File: config.mk
export PLATFORM = sky130hd
export DESIGN_NAME = pixel_stream_buffer
export DESIGN_NICKNAME = d
export VERILOG_FILES = /design/src/rtl/pixel_stream_buffer.sv
export SDC_FILE = /design/constraint.sdc
export NUM_CORES = 1
export LEC_CHECK = 0
export ABC_AREA = 1
export ABC_CLOCK_PERIOD_IN_PS = 4750
export CAP_MARGIN = 15
export CORE_MARGIN = 2
export CORE_UTILIZATION = 61
export CTS_BUF_LIST = sky130_fd_sc_hd__clkbuf_8 sky130_fd_sc_hd__clkbuf_16
export CTS_CLUSTER_DIAMETER = 80
export DETAILED_ROUTE_END_ITERATION = 7
export PLACE_DENSITY = 0.89
export SYNTH_ARGS = -nofsm -noshare
export SYNTH_HDL_FRONTEND = slang
export SYNTH_SLANG_ARGS = --single-unit
File: constraint.sdc
create_clock -name pixel_clk -period 4.75 [get_ports pixel_clk]
set_input_delay 1.425 -clock pixel_clk [delete_from_list [all_inputs] [get_ports pixel_clk]]
set_output_delay 1.425 -clock pixel_clk [all_outputs]
set_load 0.005 [all_outputs]
File: src/rtl/pixel_stream_buffer.sv
// Elastic pixel buffer between a frame-oriented upstream source and display timing.
// Aligns each frame's SOF word to the vertical sync falling edge, then drains one word per visible slot.
module pixel_stream_buffer #(
    parameter int HDISP = 800,
    parameter int VDISP = 480,
    parameter int DEPTH = 16
) (
    input  logic                       pixel_clk,
    input  logic                       pixel_rst,
    input  logic [23:0]                in_data,
    input  logic                       in_sof,
    input  logic                       in_valid,
    output logic                       in_ready,
    input  logic                       vs,
    input  logic                       blank,
    output logic [23:0]                rgb_out,
    output logic                       underflow,
    output logic                       frame_err,
    output logic [$clog2(DEPTH+1)-1:0] level
);

    localparam int AW    = $clog2(DEPTH);
    localparam int LW    = $clog2(DEPTH + 1);
    localparam int TOTAL = HDISP * VDISP;
    localparam int CW    = $clog2(TOTAL);

    localparam logic [LW-1:0] FULL_LEVEL = LW'(DEPTH);
    localparam logic [CW-1:0] LAST_SLOT  = CW'(TOTAL - 1);

    typedef enum logic [1:0] {
        IDLE,
        ARMED,
        STREAM
    } state_t;

    state_t         state_reg;
    logic [CW-1:0]  pix_cnt_reg;
    logic           vs_reg;
    logic [23:0]    rgb_reg;
    logic           underflow_reg;
    logic           frame_err_reg;

    // Entries are {sof, data}; head is read asynchronously so a pop delivers on the same edge.
    logic [24:0]    mem [DEPTH];
    logic [AW-1:0]  wr_ptr_reg;
    logic [AW-1:0]  rd_ptr_reg;
    logic [LW-1:0]  level_reg;

    logic [24:0]    head;
    logic           fifo_empty;
    logic           accept;
    logic           vs_fall;
    logic           slot;
    logic           pop_en;
    logic           sof_err;
    logic           arm_err;
    logic           flush;
    logic           wr_en;

    assign in_ready   = (level_reg < FULL_LEVEL);
    assign level      = level_reg;
    assign rgb_out    = rgb_reg;
    assign underflow  = underflow_reg;
    assign frame_err  = frame_err_reg;
    assign head       = mem[rd_ptr_reg];
    assign fifo_empty = (level_reg == '0);

    always_comb begin
        accept  = in_valid && in_ready;
        vs_fall = vs_reg && !vs;
        slot    = (state_reg == STREAM) && blank;
        pop_en  = slot && !fifo_empty;
        sof_err = pop_en && head[24] && (pix_cnt_reg != '0);
        arm_err = (state_reg == ARMED) && vs_fall && !fifo_empty && !head[24];
        flush   = sof_err || arm_err;
        // While hunting for a frame start, only the SOF word itself is kept.
        wr_en   = accept && !flush && ((state_reg != IDLE) || in_sof);
    end

    always_ff @(posedge pixel_clk) begin
        if (wr_en) begin
            mem[wr_ptr_reg] <= {in_sof, in_data};
        end
    end

    always_ff @(posedge pixel_clk) begin
        if (pixel_rst || flush) begin
            wr_ptr_reg <= '0;
            rd_ptr_reg <= '0;
            level_reg  <= '0;
        end else begin
            if (wr_en) begin
                wr_ptr_reg <= wr_ptr_reg + 1'b1;
            end
            if (pop_en) begin
                rd_ptr_reg <= rd_ptr_reg + 1'b1;
            end
            case ({wr_en, pop_en})
                2'b10:   level_reg <= level_reg + 1'b1;
                2'b01:   level_reg <= level_reg - 1'b1;
                default: level_reg <= level_reg;
            endcase
        end
    end

    always_ff @(posedge pixel_clk) begin
        if (pixel_rst) begin
            state_reg     <= IDLE;
            pix_cnt_reg   <= '0;
            vs_reg        <= 1'b1;
            rgb_reg       <= '0;
            underflow_reg <= 1'b0;
            frame_err_reg <= 1'b0;
        end else begin
            vs_reg        <= vs;
            rgb_reg       <= '0;
            underflow_reg <= 1'b0;
            frame_err_reg <= 1'b0;
            case (state_reg)
                IDLE: begin
                    if (wr_en) begin
                        state_reg <= ARMED;
                    end
                end
                ARMED: begin
                    // An empty FIFO at sync just waits for the next sync edge.
                    if (vs_fall && !fifo_empty) begin
                        if (head[24]) begin
                            state_reg   <= STREAM;
                            pix_cnt_reg <= '0;
                        end else begin
                            frame_err_reg <= 1'b1;
                            state_reg     <= IDLE;
                        end
                    end
                end
                STREAM: begin
                    if (slot) begin
                        if (sof_err) begin
                            frame_err_reg <= 1'b1;
                            pix_cnt_reg   <= '0;
                            state_reg     <= IDLE;
                        end else begin
                            if (pop_en) begin
                                rgb_reg <= head[23:0];
                            end else begin
                                underflow_reg <= 1'b1;
                            end
                            if (pix_cnt_reg == LAST_SLOT) begin
                                pix_cnt_reg <= '0;
                                state_reg   <= ARMED;
                            end else begin
                                pix_cnt_reg <= pix_cnt_reg + 1'b1;
                            end
                        end
                    end
                end
                default: begin
                    state_reg <= IDLE;
                end
            endcase
        end
    end

endmodule

==> summary.txt, run 1 <==
Floorplanning
  • Die Area: 31900 µm²
  • Die H: 178 µm
  • Initial Utilization: 0.623
  • I/O pins: 62
  • Core ar.: 29800 µm²
  • Die X: 178 µm
  • Site Rows: 63

Clock network
  • CTS tree: yes
  • # clock sinks: 465
  • CTS Buffer Depth: 3
  • H-tree depth: 2
  • Post-CTS setup buffers: 0
  • CTS clk-pin slew, worst paths: 60 ps
  • Resize count post-CTS: 0
  • Clk_lat worst skew: 560 ps
  • TritonCTS Buffers: 45
  • # hold bufs at CTS: 0
  • Root buf cell: clkbuf_16

Power and ir drop
  • Worst VDD drop: 0.312 mV
  • Clock Power Share: 0.373
  • Reg power frac: 0.513
  • PD cells: 431 nW/µm²
  • Sw power: 2.28 mW
  • Sw Share: 0.250
  • Gate power share: 0.114
  • Total power: 9.09 mW
  • Leakage: 6.94 nW
  • Internal power: 6.81 mW

Timing
  • Clock Skew: 19.1 ps
  • Peak Freq: 260 MHz
  • Final setup viols: 0
  • Relative slew margins: 0.325
  • Final Hold Fails: 0
  • Worst Tran Pin Value: 1010 ps
  • Final setup margin: 907 ps
  • RSZ-0062 raised after global routing: no
  • Final period util: 0.809
  • Setup_tns: 0 ps
  • Hold slack final: 511 ps
  • Final Max Tran Viols: 0
  • Period minus WS final: 3840 ps

Detailed routing
  • DRT antenna net count: 0
  • Wirelength per Cell: 22.3 µm
  • Routed WL: 44200 µm
  • DRC: 0
  • DR iter-0 viols: 1883
  • M1 WL: 15800 µm
  • Highest routed layer: met4
  • Vias: 12800
  • Via density: 6.45
  • Met2 WL: 21800 µm
  • WL met3: 5190 µm
  • DRT Pass-1 Iters: 6

Finish
  • Layout cell share with drive strength beyond 1: 0.0871
  • Final Instance Area: 21100 µm²
  • Post-Layout Cell Count: 1986
  • Final #Nets: 1603
  • Most common cell after layout, fill and taps aside: edfxtp_1
  • Final core utilization: 0.708
  • Most frequent cells in the layout: edfxtp_1 (400), nor2_1 (251), o21ai_0 (192)
  • Area growth, synth to finish: 13.6%
  • Total inserted antenna cells: 0
  • Max reg flops: 400

Logic synthesis
  • Largest family of logic cells by synthesized area: compound AO/OA/AOI/OAI gates
  • Mux cell area share after synthesis: 0
  • Synthesized flop and latch total: 465
  • YS warnings: 0
  • Register area share after synthesis: 0.717
  • Post-synthesis xor/xnor area fraction: 0.0104
  • Adder-cell area share of the yosys netlist: 0.00943
  • Synthesized area: 18600 µm²
  • Syn Area/Cell: 12.3 µm²
  • Synthesized instance count: 1507
  • Synth unique cells: 36
  • Largest area contributor in the netlist: edfxtp_1
  • Synthesized net count: 1551
  • Synth Area in Compound Gates: 0.125
  • Simple-gate share of the synthesized area: 0.105
  • Top cell type's share of synthesized area: 0.647
  • Top post-synthesis cells by area: edfxtp_1 (65%), dfxtp_1 (7.0%), o21ai_0 (5.2%), nor2_1 (5.1%), o221ai_1 (2.9%)

Setup path
  • Worst reg2reg path depth: 16
  • Top cell by count, worst path: nand2_1
  • Critical path launch point type: input pin
  • CP max FO: 7
  • Critical Path Max Stage Delay: 470 ps
  • CP max stage cell: clkdlybuf4s50_1
  • Crit-path cells: clkdlybuf4s50_1, nand2_1, inv_1, nand2_1, inv_2, nand2_1, inv_2, nand2_4, nand3_2, ha_1, xor2_1, ha_1, a21oi_1, or2_2, o21ai_0, a21oi_1, o21ai_0, xor2_1, nor2_1
  • Kind of critical path: in -> reg
  • Crit. End Element: flop
  • Critical path arrival: 4260 ps
  • Worst endpoint required time: 5160 ps

Global route
  • Vias in the first global route: 12400
  • First-pass GRT wire length: 67700 µm
  • Tot GR Track Use: 0.280
  • Largest net degree at the start of global routing: 107
  • Initial antenna violation count: 0
  • GR Overflow Total: 0

Place
  • HPWL Detailed: 23600 µm
  • # placed instances: 1902
  • Port Buf Inserts: 61
  • Pre-CTS setup slack: 392 ps
  • GPL Wtd Cong: 0.887
  • Placed Area: 19700 µm²

Min path
  • Worst min-delay path category: reg -> reg
  • Hold Crit Depth: 2

Flow run
  • Total of max-cap violations: 0

Run status
  • Outcome: completed
[area by class of cell]
type                    count  area, µm²
flip-flops and latches    465      13300
fillers                  1783       8700
multi-input cells         889       4720
clock buffers              50       1190
repair buffers            102        931
well taps                 390        488
clock inverters            34        230
inverters                  56        214
[path summary, 6_finish.rpt]
kind / from / end / slack, ps
worst min-delay path: wr_ptr_reg[3] / wr_ptr_reg[3] / 510
worst max register to register: flop / level[4] / 960
worst max-delay path: blank / level[4] / 910
worst min register to register: wr_ptr_reg[3] / wr_ptr_reg[3] / 510
[kinds of logic (layout without fill, tap and decap cells)]
logic type               after synthesis  after routing
AO/OA/AOI/OAI                        385            385
XOR/XNOR                              22             22
adder cells (fa/ha/maj)               14             14
buffers and inverters                153            242
flip-flops                           465            465
AND/OR/NAND/NOR                      468            468
[metal layers]
metal / track usage / vias to the layer above
met1: 0.364 / 6058
met2: 0.468 / 983
met5: 0 / -
met3: 0.0567 / 138
li1: - / 5638
met4: 0.110 / 0
[critical path: cells and delay by family]
kind | cells | cell delay [ps]
xor+xnor | 2 | 410
fa+ha+maj | 2 | 460
compound gates | 4 | 470
buf+inv | 4 | 760
simple gates | 7 | 740
[synth_stat cells, drive strengths merged]
library cell and instances:
nor3b 1, edfxtp 400, nand3 52, a211oi 4
xnor2 4, nand2 115, o211a 1, o21bai 1
clkinv 5, o221ai 62, or2 5, inv 51
nor3 22, xor2 18, clkbuf 74, o211ai 35
o21ai 196, and2 1, dfxtp 65, nor2 251
ha 14, nand4 12, nand3b 9, o22ai 34
a21oi 52, buf 23
[power by group through the flow]
stage	clock (mW)	sequential (mW)	combinational, mW
finish	3.39	4.66	1.04
detailed placement	0	4.75	1.01
global route	3.56	4.68	1.14
global placement	0	4.74	0.964
CTS	3.40	4.66	1.02
floorplan	0	4.72	0.701
No activity file was read; power rests on OpenSTA's default activity.
==> run 2, diff against run 1 <==
Settings changed: ABC_CLOCK_PERIOD_IN_PS 4750 to 3600.
Clock period 4.75 ns to 3.6 ns, I/O delays scaled along.
==> run 2 against run 1 <==
Utilization increased by 0.57 points. Routed wire length up 2.9%. Sequential share of layout area down 0.51 points. Largest power group unchanged. Combinational power grew 43%. Non-clock buffer count rose by 16. Cell count grew 0.60%. Setup slack got worse by 560 ps.
==> summary.txt, run 2 (same netlist as run 1, synthesis figures left out) <==
Setup path
  • Critical path launch point type: input pin
  • Critical path arrival: 3650 ps (-610 ps)
  • CP max FO: 2 (-5)
  • Kind of critical path: in -> reg
  • Worst endpoint required time: 4000 ps (-1160 ps)
  • Crit. End Element: flop

Timing
  • Clock Skew: 15.4 ps (-3.63 ps)
  • Final period util: 0.904
  • Relative slew margins: 0.487 (+0.161)
  • Final Hold Fails: 0 (unchanged)
  • Final setup margin: 346 ps (-561 ps)
  • Period minus WS final: 3250 ps
  • Hold slack final: 505 ps (-5.60 ps)
  • Final setup viols: 0 (unchanged)
  • Final Max Tran Viols: 0 (unchanged)
  • RSZ-0062 raised after global routing: no
  • Worst Tran Pin Value: 770 ps (-242 ps)
  • Peak Freq: 307 MHz

Finish
  • Most frequent cells in the layout: edfxtp_1 (400), nor2_1 (251), o21ai_0 (191)
  • Area growth, synth to finish: 14.5%
  • Most common cell after layout, fill and taps aside: edfxtp_1
  • Final core utilization: 0.714 (+0.00571)
  • Fill count: 1782 (-0.056%)
  • Total inserted antenna cells: 0 (unchanged)
  • Final #Nets: 1619 (+1.0%)
  • Max reg flops: 400 (unchanged)
  • Layout cell share with drive strength beyond 1: 0.0995 (+0.0124)

Floorplanning
  • Die Area: 31900 µm² (unchanged)
  • Initial Utilization: 0.623 (unchanged)
  • I/O pins: 62 (unchanged)
  • Die H: 178 µm (unchanged)
  • Die X: 178 µm (unchanged)
  • Site Rows: 63 (unchanged)
  • Core ar.: 29800 µm² (unchanged)

Global route
  • GR Overflow Total: 0 (unchanged)
  • First-pass GRT wire length: 69800 µm (+3.1%)
  • Initial antenna violation count: 0 (unchanged)
  • Tot GR Track Use: 0.287 (+0.00655)
  • Vias in the first global route: 12800 (+3.0%)
  • Largest net degree at the start of global routing: 119 (+11%)

Place
  • Pre-CTS setup slack: -236 ps (-629 ps)
  • GPL Wtd Cong: 0.927 (+4.5%)
  • Port Buf Inserts: 61 (unchanged)
  • HPWL Detailed: 24400 µm (+3.6%)

Detailed routing
  • DRC: 0 (unchanged)
  • Wirelength per Cell: 22.8 µm (+2.3%)
  • DRT Pass-1 Iters: 5 (-1)
  • Via density: 6.46 (about the same)
  • DR iter-0 viols: 1955 (+3.8%)
  • DRT antenna net count: 0 (unchanged)
  • Vias: 12900 (+0.69%)
  • Routed WL: 45500 µm (+2.9%)

Clock network
  • # clock sinks: 465 (unchanged)
  • TritonCTS Buffers: 45 (unchanged)
  • Clk_lat worst skew: 540 ps (-20 ps)
  • Resize count post-CTS: 0 (unchanged)
  • Post-CTS setup buffers: 0 (unchanged)
  • Root buf cell: clkbuf_16
  • H-tree depth: 2 (unchanged)
  • CTS tree: yes
  • # hold bufs at CTS: 0 (unchanged)
  • CTS Buffer Depth: 3 (unchanged)
  • CTS clk-pin slew, worst paths: 60 ps (about the same)

Power and ir drop
  • Leakage: 7.01 nW (+1.0%)
  • Total power: 12.2 mW (+34%)
  • PD cells: 574 nW/µm² (+33%)
  • Worst VDD drop: 0.414 mV (+33%)

Run status
  • Outcome: completed

Flow run
  • Total of max-cap violations: 0 (unchanged)

Min path
  • Worst min-delay path category: reg -> reg
-- run 2: cell types whose count changed in the layout (fill, tap and decap cells not counted), moves of 2 or more --
| cell | before | now |
|---|---|---|
| clkinv_2 | 5 | 11 |
| clkinv_8 | 2 | 0 |
| clkinvlp_4 | 4 | 2 |
| buf_4 | 40 | 52 |
| buf_12 | 1 | 3 |
| clkinv_1 | 9 | 11 |
| clkinv_4 | 0 | 2 |
| inv_1 | 63 | 52 |
-- run 2: metal layers --
metal  GRT usage  vias up  part of all wire
li1            -     5665                 -
met1       0.377     6089              0.36
met5           0        -                 0
met4       0.117        0             0.039
met2       0.480     1003              0.49
met3      0.0475      149              0.11
-- run 2: report_power, final --
part	internal [mW]	switching (mW)
combinational	0.471	1.02
sequential	6.04	0.0969
clock	2.61	1.96
total	9.13	3.07
-- run 2: cell type report --
cell class / count / area, µm² / share of cell area
inverters: 56 / 214 / 0.0101
flip-flops and latches: 465 / 13300 / 0.626
well taps: 390 / 488 / 0.0229
repair buffers: 118 / 1100 / 0.0517
clock buffers: 51 / 1210 / 0.0568
multi-input cells: 889 / 4720 / 0.222
clock inverters: 29 / 218 / 0.0102
-- run 2: final timing paths --
| check | startpoint | endpoint | slack [ps] | depth (start not counted) |
|---|---|---|---|---|
| setup / recovery | blank | level[4] | 350 | 19 |
| hold / removal | rd_ptr_reg[1] | flop | 510 | 2 |
| setup reg to reg | flop | level[4] | 360 | 18 |
| hold reg to reg | rd_ptr_reg[1] | flop | 510 | 2 |
-- run 2: per-stage QoR --
step	instances	setup TNS [ps]	area [µm²]
after floorplan	1507	-172850	18600
after global placement	1917	-96.7	19800
after detailed placement	1917	-236	19800
after CTS	1997	0	21200
after global routing	1998	0	21300
final	1998	0	21300
-- run 2: worst max-delay path: stages --
cell and delay [ps]:
clkdlybuf4s50_1 490, nand2_1 60, inv_1 70, nand2_1 70, inv_2 60, nand2_1 60
inv_2 70, nand2_4 50, nand3_2 70, ha_1 190, xor2_1 220, ha_1 200
a21oi_1 60, or2_2 330, o21ai_1 180, a21oi_1 80, o21ai_0 100, xor2_1 170
nor2_1 50
